File: config.mk
export PLATFORM = sky130hd
export DESIGN_NAME = m1rstseq
export DESIGN_NICKNAME = d
export VERILOG_FILES = /design/src/rtl/m1rstseq.sv
export SDC_FILE = /design/constraint.sdc
export NUM_CORES = 1
export LEC_CHECK = 0
export CORE_MARGIN = 2
export CORE_UTILIZATION = 60
export CTS_BUF_LIST = sky130_fd_sc_hd__clkbuf_4 sky130_fd_sc_hd__clkbuf_8 sky130_fd_sc_hd__clkbuf_16
export CTS_CLUSTER_DIAMETER = 150
export DETAILED_ROUTE_END_ITERATION = 8
export DONT_BUFFER_PORTS = 1
export HOLD_SLACK_MARGIN = 0.02
export PLACE_DENSITY = 0.76
export SETUP_SLACK_MARGIN = 0.02
export SYNTH_ARGS = -nofsm -noshare
export SYNTH_HDL_FRONTEND = slang
export SYNTH_SLANG_ARGS = --single-unit
File: constraint.sdc
create_clock -name sys_clk -period 6.9 [get_ports sys_clk]
set_clock_uncertainty 0.1 [all_clocks]
set_input_delay 1.38 -clock sys_clk [delete_from_list [all_inputs] [get_ports sys_clk]]
set_output_delay 1.38 -clock sys_clk [all_outputs]
set_load 0.01 [all_outputs]
File: src/rtl/m1rstseq.sv
// Multi-channel reset sequencer: holds all channel resets until PLL lock is stable,
// then releases them in index order, with global restart and per-channel soft pulses.
module m1rstseq #(
    parameter int N_CH         = 4,
    parameter int CNT_W        = 20,
    parameter int HOLD_CYCLES  = 1024,
    parameter int STAGE_CYCLES = 16,
    parameter int PULSE_CYCLES = 8,
    parameter int SYNC_STAGES  = 2
) (
    input  logic            sys_clk,
    input  logic            sys_rst_n,
    input  logic            pll_locked,
    input  logic            trigger_reset,
    input  logic [N_CH-1:0] ch_trigger,
    output logic [N_CH-1:0] rst_out_n,
    output logic            seq_busy,
    output logic            seq_done
);
    localparam int K_W = (N_CH > 1) ? $clog2(N_CH) : 1;

    typedef enum logic [1:0] {S_HOLD, S_RELEASE, S_RUN} state_t;

    state_t                  r_state, w_state_nxt;
    logic [SYNC_STAGES-1:0]  r_sync;
    logic [CNT_W-1:0]        r_cnt, w_cnt_nxt;
    logic [K_W-1:0]          r_k, w_k_nxt;
    logic [N_CH-1:0]         r_rel, w_rel_nxt;
    logic [N_CH-1:0][7:0]    r_pcnt, w_pcnt_nxt;
    logic [N_CH-1:0]         r_rst_out_n, w_rst_out_n_nxt;
    logic                    r_busy, r_done;
    logic                    w_lock_s, w_restart;

    assign w_lock_s  = r_sync[SYNC_STAGES-1];
    assign w_restart = !w_lock_s || trigger_reset;

    always_comb begin
        w_state_nxt     = r_state;
        w_cnt_nxt       = r_cnt;
        w_k_nxt         = r_k;
        w_rel_nxt       = r_rel;
        w_pcnt_nxt      = r_pcnt;
        w_rst_out_n_nxt = r_rst_out_n;

        if (w_restart) begin
            w_state_nxt = S_HOLD;
            w_cnt_nxt   = '0;
            w_k_nxt     = '0;
            w_rel_nxt   = '0;
        end else begin
            case (r_state)
                S_HOLD: begin
                    if (r_cnt == CNT_W'(HOLD_CYCLES - 1)) begin
                        w_cnt_nxt   = '0;
                        w_k_nxt     = '0;
                        w_rel_nxt   = N_CH'(1);
                        w_state_nxt = (N_CH == 1) ? S_RUN : S_RELEASE;
                    end else begin
                        w_cnt_nxt = r_cnt + CNT_W'(1);
                    end
                end
                S_RELEASE: begin
                    if (r_cnt == CNT_W'(STAGE_CYCLES - 1)) begin
                        w_cnt_nxt = '0;
                        w_k_nxt   = r_k + K_W'(1);
                        for (int i = 0; i < N_CH; i++) begin
                            if (i == int'(r_k) + 1) w_rel_nxt[i] = 1'b1;
                        end
                        if (int'(r_k) == N_CH - 2) w_state_nxt = S_RUN;
                    end else begin
                        w_cnt_nxt = r_cnt + CNT_W'(1);
                    end
                end
                S_RUN:   w_cnt_nxt = '0;
                default: w_state_nxt = S_HOLD;
            endcase
        end

        // Soft pulses count down to zero; a request only takes on a channel already released
        for (int i = 0; i < N_CH; i++) begin
            if (w_restart) begin
                w_pcnt_nxt[i] = '0;
            end else if (ch_trigger[i] && r_rel[i]) begin
                w_pcnt_nxt[i] = 8'(PULSE_CYCLES);
            end else if (r_pcnt[i] != 8'd0) begin
                w_pcnt_nxt[i] = r_pcnt[i] - 8'd1;
            end else begin
                w_pcnt_nxt[i] = '0;
            end
            w_rst_out_n_nxt[i] = w_rel_nxt[i] && (w_pcnt_nxt[i] == 8'd0);
        end
    end

    always_ff @(posedge sys_clk or negedge sys_rst_n) begin
        if (!sys_rst_n) begin
            r_state     <= S_HOLD;
            r_sync      <= '0;
            r_cnt       <= '0;
            r_k         <= '0;
            r_rel       <= '0;
            r_pcnt      <= '0;
            r_rst_out_n <= '0;
            r_busy      <= 1'b1;
            r_done      <= 1'b0;
        end else begin
            r_state     <= w_state_nxt;
            r_sync      <= {r_sync[SYNC_STAGES-2:0], pll_locked};
            r_cnt       <= w_cnt_nxt;
            r_k         <= w_k_nxt;
            r_rel       <= w_rel_nxt;
            r_pcnt      <= w_pcnt_nxt;
            r_rst_out_n <= w_rst_out_n_nxt;
            r_busy      <= (w_state_nxt != S_RUN);
            r_done      <= (w_state_nxt == S_RUN);
        end
    end

    assign rst_out_n = r_rst_out_n;
    assign seq_busy  = r_busy;
    assign seq_done  = r_done;
endmodule
Word-level counts from Yosys, hierarchy flattened --
Index checks and enable logic that the tools add are counted.
Operators by class: $add $sub $neg 7, equality and inequality tests 12, muxes and demuxes 33, reduce and logical (&&, ||, !) cells 23
Operators with widths (count):
- 8-bit two-way mux | 12
- 20-bit two-way mux | 3
- 20-bit case mux with 3 select lines | 1
- 2-bit by 32-bit equality test with 1-bit output, first input constant | 1
- 3-bit by 32-bit equality test with 1-bit output, first input constant | 1
- 32-bit logical NOT | 1
- 8-bit logical NOT | 4
- 8-bit nonzero test | 4
- 8-bit by 1-bit subtractor with 8-bit output, second input constant | 4
- 20-bit by 1-bit adder with 20-bit output, second input constant | 1
- 20-bit by 10-bit equality test with 1-bit output, second input constant | 1
- 20-bit by 4-bit equality test with 1-bit output, second input constant | 1
- 2-bit two-way mux | 7
- 4-bit two-way mux | 3
- 1-bit logical AND | 8
- 4-bit case mux with 2 select lines | 1
- 2-bit equality test, second input constant | 3
- 3-bit inequality test, second input constant | 2
- 2-bit case mux with 3 select lines | 1
- 1-bit two-way mux | 4
- 2-bit case mux with 2 select lines | 1
- 4-bit nonzero test | 1
- 2-bit by 1-bit adder with 3-bit output, second input constant | 1
- 2-bit by 3-bit equality test with 1-bit output, first input constant | 1
- 8 further kinds | 8
Storage, ports and cells: register bits after elaboration 68, bits of input ports 8, output and inout bits 6, word-level logic and storage cells 87

Longest topological paths before layout --
depth in word-level cells 7, depth in mapped cells 9, depth with buffers taken out 8

Least setup slack after synthesis --
Ideal clock, no wire load.
kind input to register, from in trigger_reset, to reg r_cnt[19], setup time 0.119 ns, data arrival time 2.695 ns, required time 6.681 ns, slack 3.986 ns, stages 8, path buffers 2, cell sequence nand2b_1 -> or4_1 -> buf_2 -> and3_1 -> clkbuf_1 -> nand4_1 -> xor2_1 -> nor2_2
On the way: cells in the longest elaborated chain, start to end 2, elaborated cells between the ends (all ways) 3, those cells by class mux: 1; reduce/logical: 2
Ends and longest elaborated chain:
- from (decl) | RTL line 14 | input logic trigger_reset,
- 1-bit logical OR * | RTL line 35 | assign w_restart = !w_lock_s || trigger_reset;
- 4-bit nonzero test (no source line) or 20-bit two-way mux (tied branches)
- to (signal assigned) | RTL line 108 | r_cnt <= w_cnt_nxt;
- to (decl) | RTL line 26 | logic [CNT_W-1:0] r_cnt, w_cnt_nxt;
Mark *: on every way between the ends. The rest lies on a longest branch, timed or not. A chain may end at the register's enable or synchronous reset.

Worst setup path in the final report --
from in trigger_reset, to reg r_cnt[16]
Same word-level chain as after synthesis.

==> results.md <==
* DRC Markers at 0
* Critical path startpoint: trigger_reset
* Initial DRC count at 98
* Worst path arrival time at a little over 3 ns
* Crit Path Max Fanout at 13
* Post-synthesis sequential area ratio at 47.7%
* Netlist cell types at 53
* CP max stage cell: nor4_2
* Mapped Nets at 391
* Routed Antenna Nets at 0
* Finished Cell Area at ~3800 um2
* Post-route minimum period at just under 3 ns
* Unrepaired setup endpoints after global routing: false
* Chip Height at a little over 80 um
* Num CTS Buffers at 9
* Tightest Pin Transition at 0.996 ns
* DP HPWL at 4.30 mm
* Max-slew violations at 0
* H-tree lvl count at 3
* Post-CTS sizing at 0
* Worst hold path type: reg2reg
* Gr ovfl total at 0
* GRT Total Usage at a little over a fifth
* Die width at 81.1 um
* Cells after synthesis at 366
* Port bufs at 0
* Pwr/cell area at roughly 190 nW/um2
* Synthesis-to-layout area growth at 6.69%
* FMAX at 338 MHz
* DR vias at roughly 2,500
* Placeable Area at 5850 um2
* Worst Setup EP: r_cnt[16]
* Avg Cell Area, Syn at 9.76 um2
* Worst path cell trace: nand2b_1, nor4_2, nor2_1, nand4_1, xor2_1, nor2_1
* Drt first pass iters at 4
* Critical path class: in2reg
* Final nets at about 400
* Crit path required time at between 7 and 8 ns
* Dpl ws at 3.60 ns
* RePlAce Congestion at 0.766
* WL/cell at about 14 um
* Vias in the first global route at 2,499
* Clock Latency Late Sink at around 0.34 ns
* Sum Neg Setup Slack at 0 ns
* Vias per Instance at 5.61
* Rows at 28
* Post-CTS Setup Inserts at 0
* Mapped cell area at 3570 um2
* Reg-to-reg startpoint: r_state[1]
* Most frequent cells in the layout: dfrtp_1 (67), nor2_1 (58), nand2_1 (37)
* Rel. slew slack at 32.6%
* Yosys reg bits at slightly below 70
* Final Cycle Share at 42.8%
* Initial antenna violation count at 0
* CTS root buffer: clkbuf_8
* Endpoints failing setup at 0
* Share of cells above drive strength 1 at 8.56%
* Final Hold Viols at 0
* Placed cell area at 3610 um2
* Reg2Reg Setup Slack at around 4.4 ns
* Clk sinks at between 60 and 70
* Slowest stage delay, CP at around 0.66 ns
* RR Endpoint: r_cnt[16]
* Most frequent cell on the critical path: nor2_1
* Drt total wl at 6.23 mm
* Die area at 6580 um2
* VDD IR-drop max at 0.113 mV
* Clock Pin Slew Worst Setup and Hold Paths at 0.07 ns
* YS warnings at 0
* Outcome: complete, no violations
* Starting Density at 61.0%
* Hold-fix buffers, CTS at 0
* CP startpoint kind: input pin
* Worst R2R Path Depth at 7
* Diode count at 0
* Static leakage at 1.89 nW
* Max-Cap Viols at 0
* Global-route wire length before repair at between 10 and 15 mm
* Setup ws final at 3.94 ns
* Largest net degree at the start of global routing at 69
* CTS tree: built
* Buffer levels on the longest clock path at 2
* CP endpoint kind: flop
* IO Count at 14
* Commonest non-fill, non-tap cell in the layout: dfrtp_1
[flip-flops by register name (all words and copies together) (netlist names)]
| register | cells |
|---|---|
| rst_out_n | 4 |
| r_sync | 2 |
| r_state | 2 |
| r_rel | 4 |
| r_pcnt | 32 |
| seq_busy | 1 |
| r_k | 2 |
| seq_done | 1 |
| r_cnt | 20 |
[cells in the mapped netlist (all sizes together)]
| cell | number | area [um2] |
|---|---|---|
| o21ai | 13 | 65.1 |
| ha | 17 | 213 |
| or3 | 2 | 18.8 |
| a22o | 2 | 18.8 |
| or2 | 1 | 6.26 |
| and4 | 2 | 17.5 |
| nand3 | 18 | 100 |
| nor3 | 15 | 86.3 |
| nor2 | 60 | 230 |
| a21o | 4 | 30.0 |
| nor2b | 4 | 25.0 |
| nor4 | 8 | 62.6 |
| nand2b | 1 | 6.26 |
| a21oi | 9 | 48.8 |
| a211oi | 1 | 7.51 |
| nand2 | 37 | 139 |
| and3 | 4 | 25.0 |
| o31ai | 2 | 15.0 |
| and2 | 2 | 15.0 |
| dfstp | 1 | 26.3 |
| nor4b | 4 | 50.1 |
| xor2 | 26 | 228 |
| clkbuf | 4 | 15.0 |
| o22a | 1 | 8.76 |
| buf | 4 | 41.3 |
| inv | 17 | 63.8 |
| nand4b | 2 | 17.5 |
| or4 | 2 | 15.0 |
| a41oi | 2 | 17.5 |
| o311ai | 2 | 17.5 |
| a31oi | 5 | 31.3 |
| a21boi | 1 | 7.51 |
| dfrtp | 67 | 1680 |
| xnor2 | 10 | 87.6 |
| nand3b | 3 | 22.5 |
| nor3b | 3 | 27.5 |
| o21a | 2 | 15.0 |
| a2bb2oi | 2 | 35.0 |
| nand4 | 6 | 37.5 |
[report_power, final]
group	switching, mW	internal [mW]	leakage, nW
Clock	0.144	0.184	0.107
Combinational	0.00540	0.00209	0.843
Sequential	0.000691	0.400	0.941
Total	0.151	0.586	1.89
[worst min-delay path by stage]
stage / startpoint / end / slack (ns) / cells past startpoint
floorplan: r_sync[0] / r_sync[1] / 0.23 / 0
global placement: r_sync[0] / r_sync[1] / 0.23 / 0
detailed placement: r_sync[0] / r_sync[1] / 0.24 / 0
CTS: r_sync[0] / r_sync[1] / 0.26 / 0
global route: r_sync[0] / r_sync[1] / 0.27 / 0
finish: r_sync[0] / r_sync[1] / 0.25 / 0
[kinds of logic after synthesis]
kind of cell / Yosys count / share of synthesized area, %
AOI/OAI and AO/OA: 46 / 8.90
xor gates and xnor gates: 36 / 8.83
adders and majority gates: 17 / 5.96
buffers and inverters: 25 / 3.36
DFF: 68 / 47.7
and+or+nand+nor: 174 / 25.3
[layout make-up]
type | instances | area, um2
inverters | 17 | 63.8
fillers | 461 | 2040
clock buffers | 12 | 153
flip-flops and latches | 68 | 1700
multi-input cells | 273 | 1750
clock inverters | 4 | 48.8
well taps | 75 | 93.8
[worst max-delay path: cells and delay by family]
| kind | cells | cell delay, ns |
|---|---|---|
| xor gates and xnor gates | 1 | 0.16 |
| and+or+nand+nor | 5 | 1.54 |
[layer usage]
metal  up-vias  routed length, um  GRT usage (%)  share of wire [%]
li1       1257                  -              -                  -
met1      1222               2980           27.1                 48
met2        31               2940           35.8                 47
met3         9                224           6.56                3.6
met4         0                 91           8.14                1.5
met5         -                  0              0                  0
[per-stage QoR]
stage                     hold slack [ns]  cells  utilization [%]  total power, mW
after floorplan                     0.231    366                -            0.416
after global placement              0.232    433             61.7            0.415
after detailed placement            0.240    433             61.7            0.416
after CTS                           0.257    449             65.1            0.747
after global routing                0.271    449             65.1            0.767
final                               0.254    449             65.1            0.737
No activity file was read; power rests on OpenSTA's default activity.
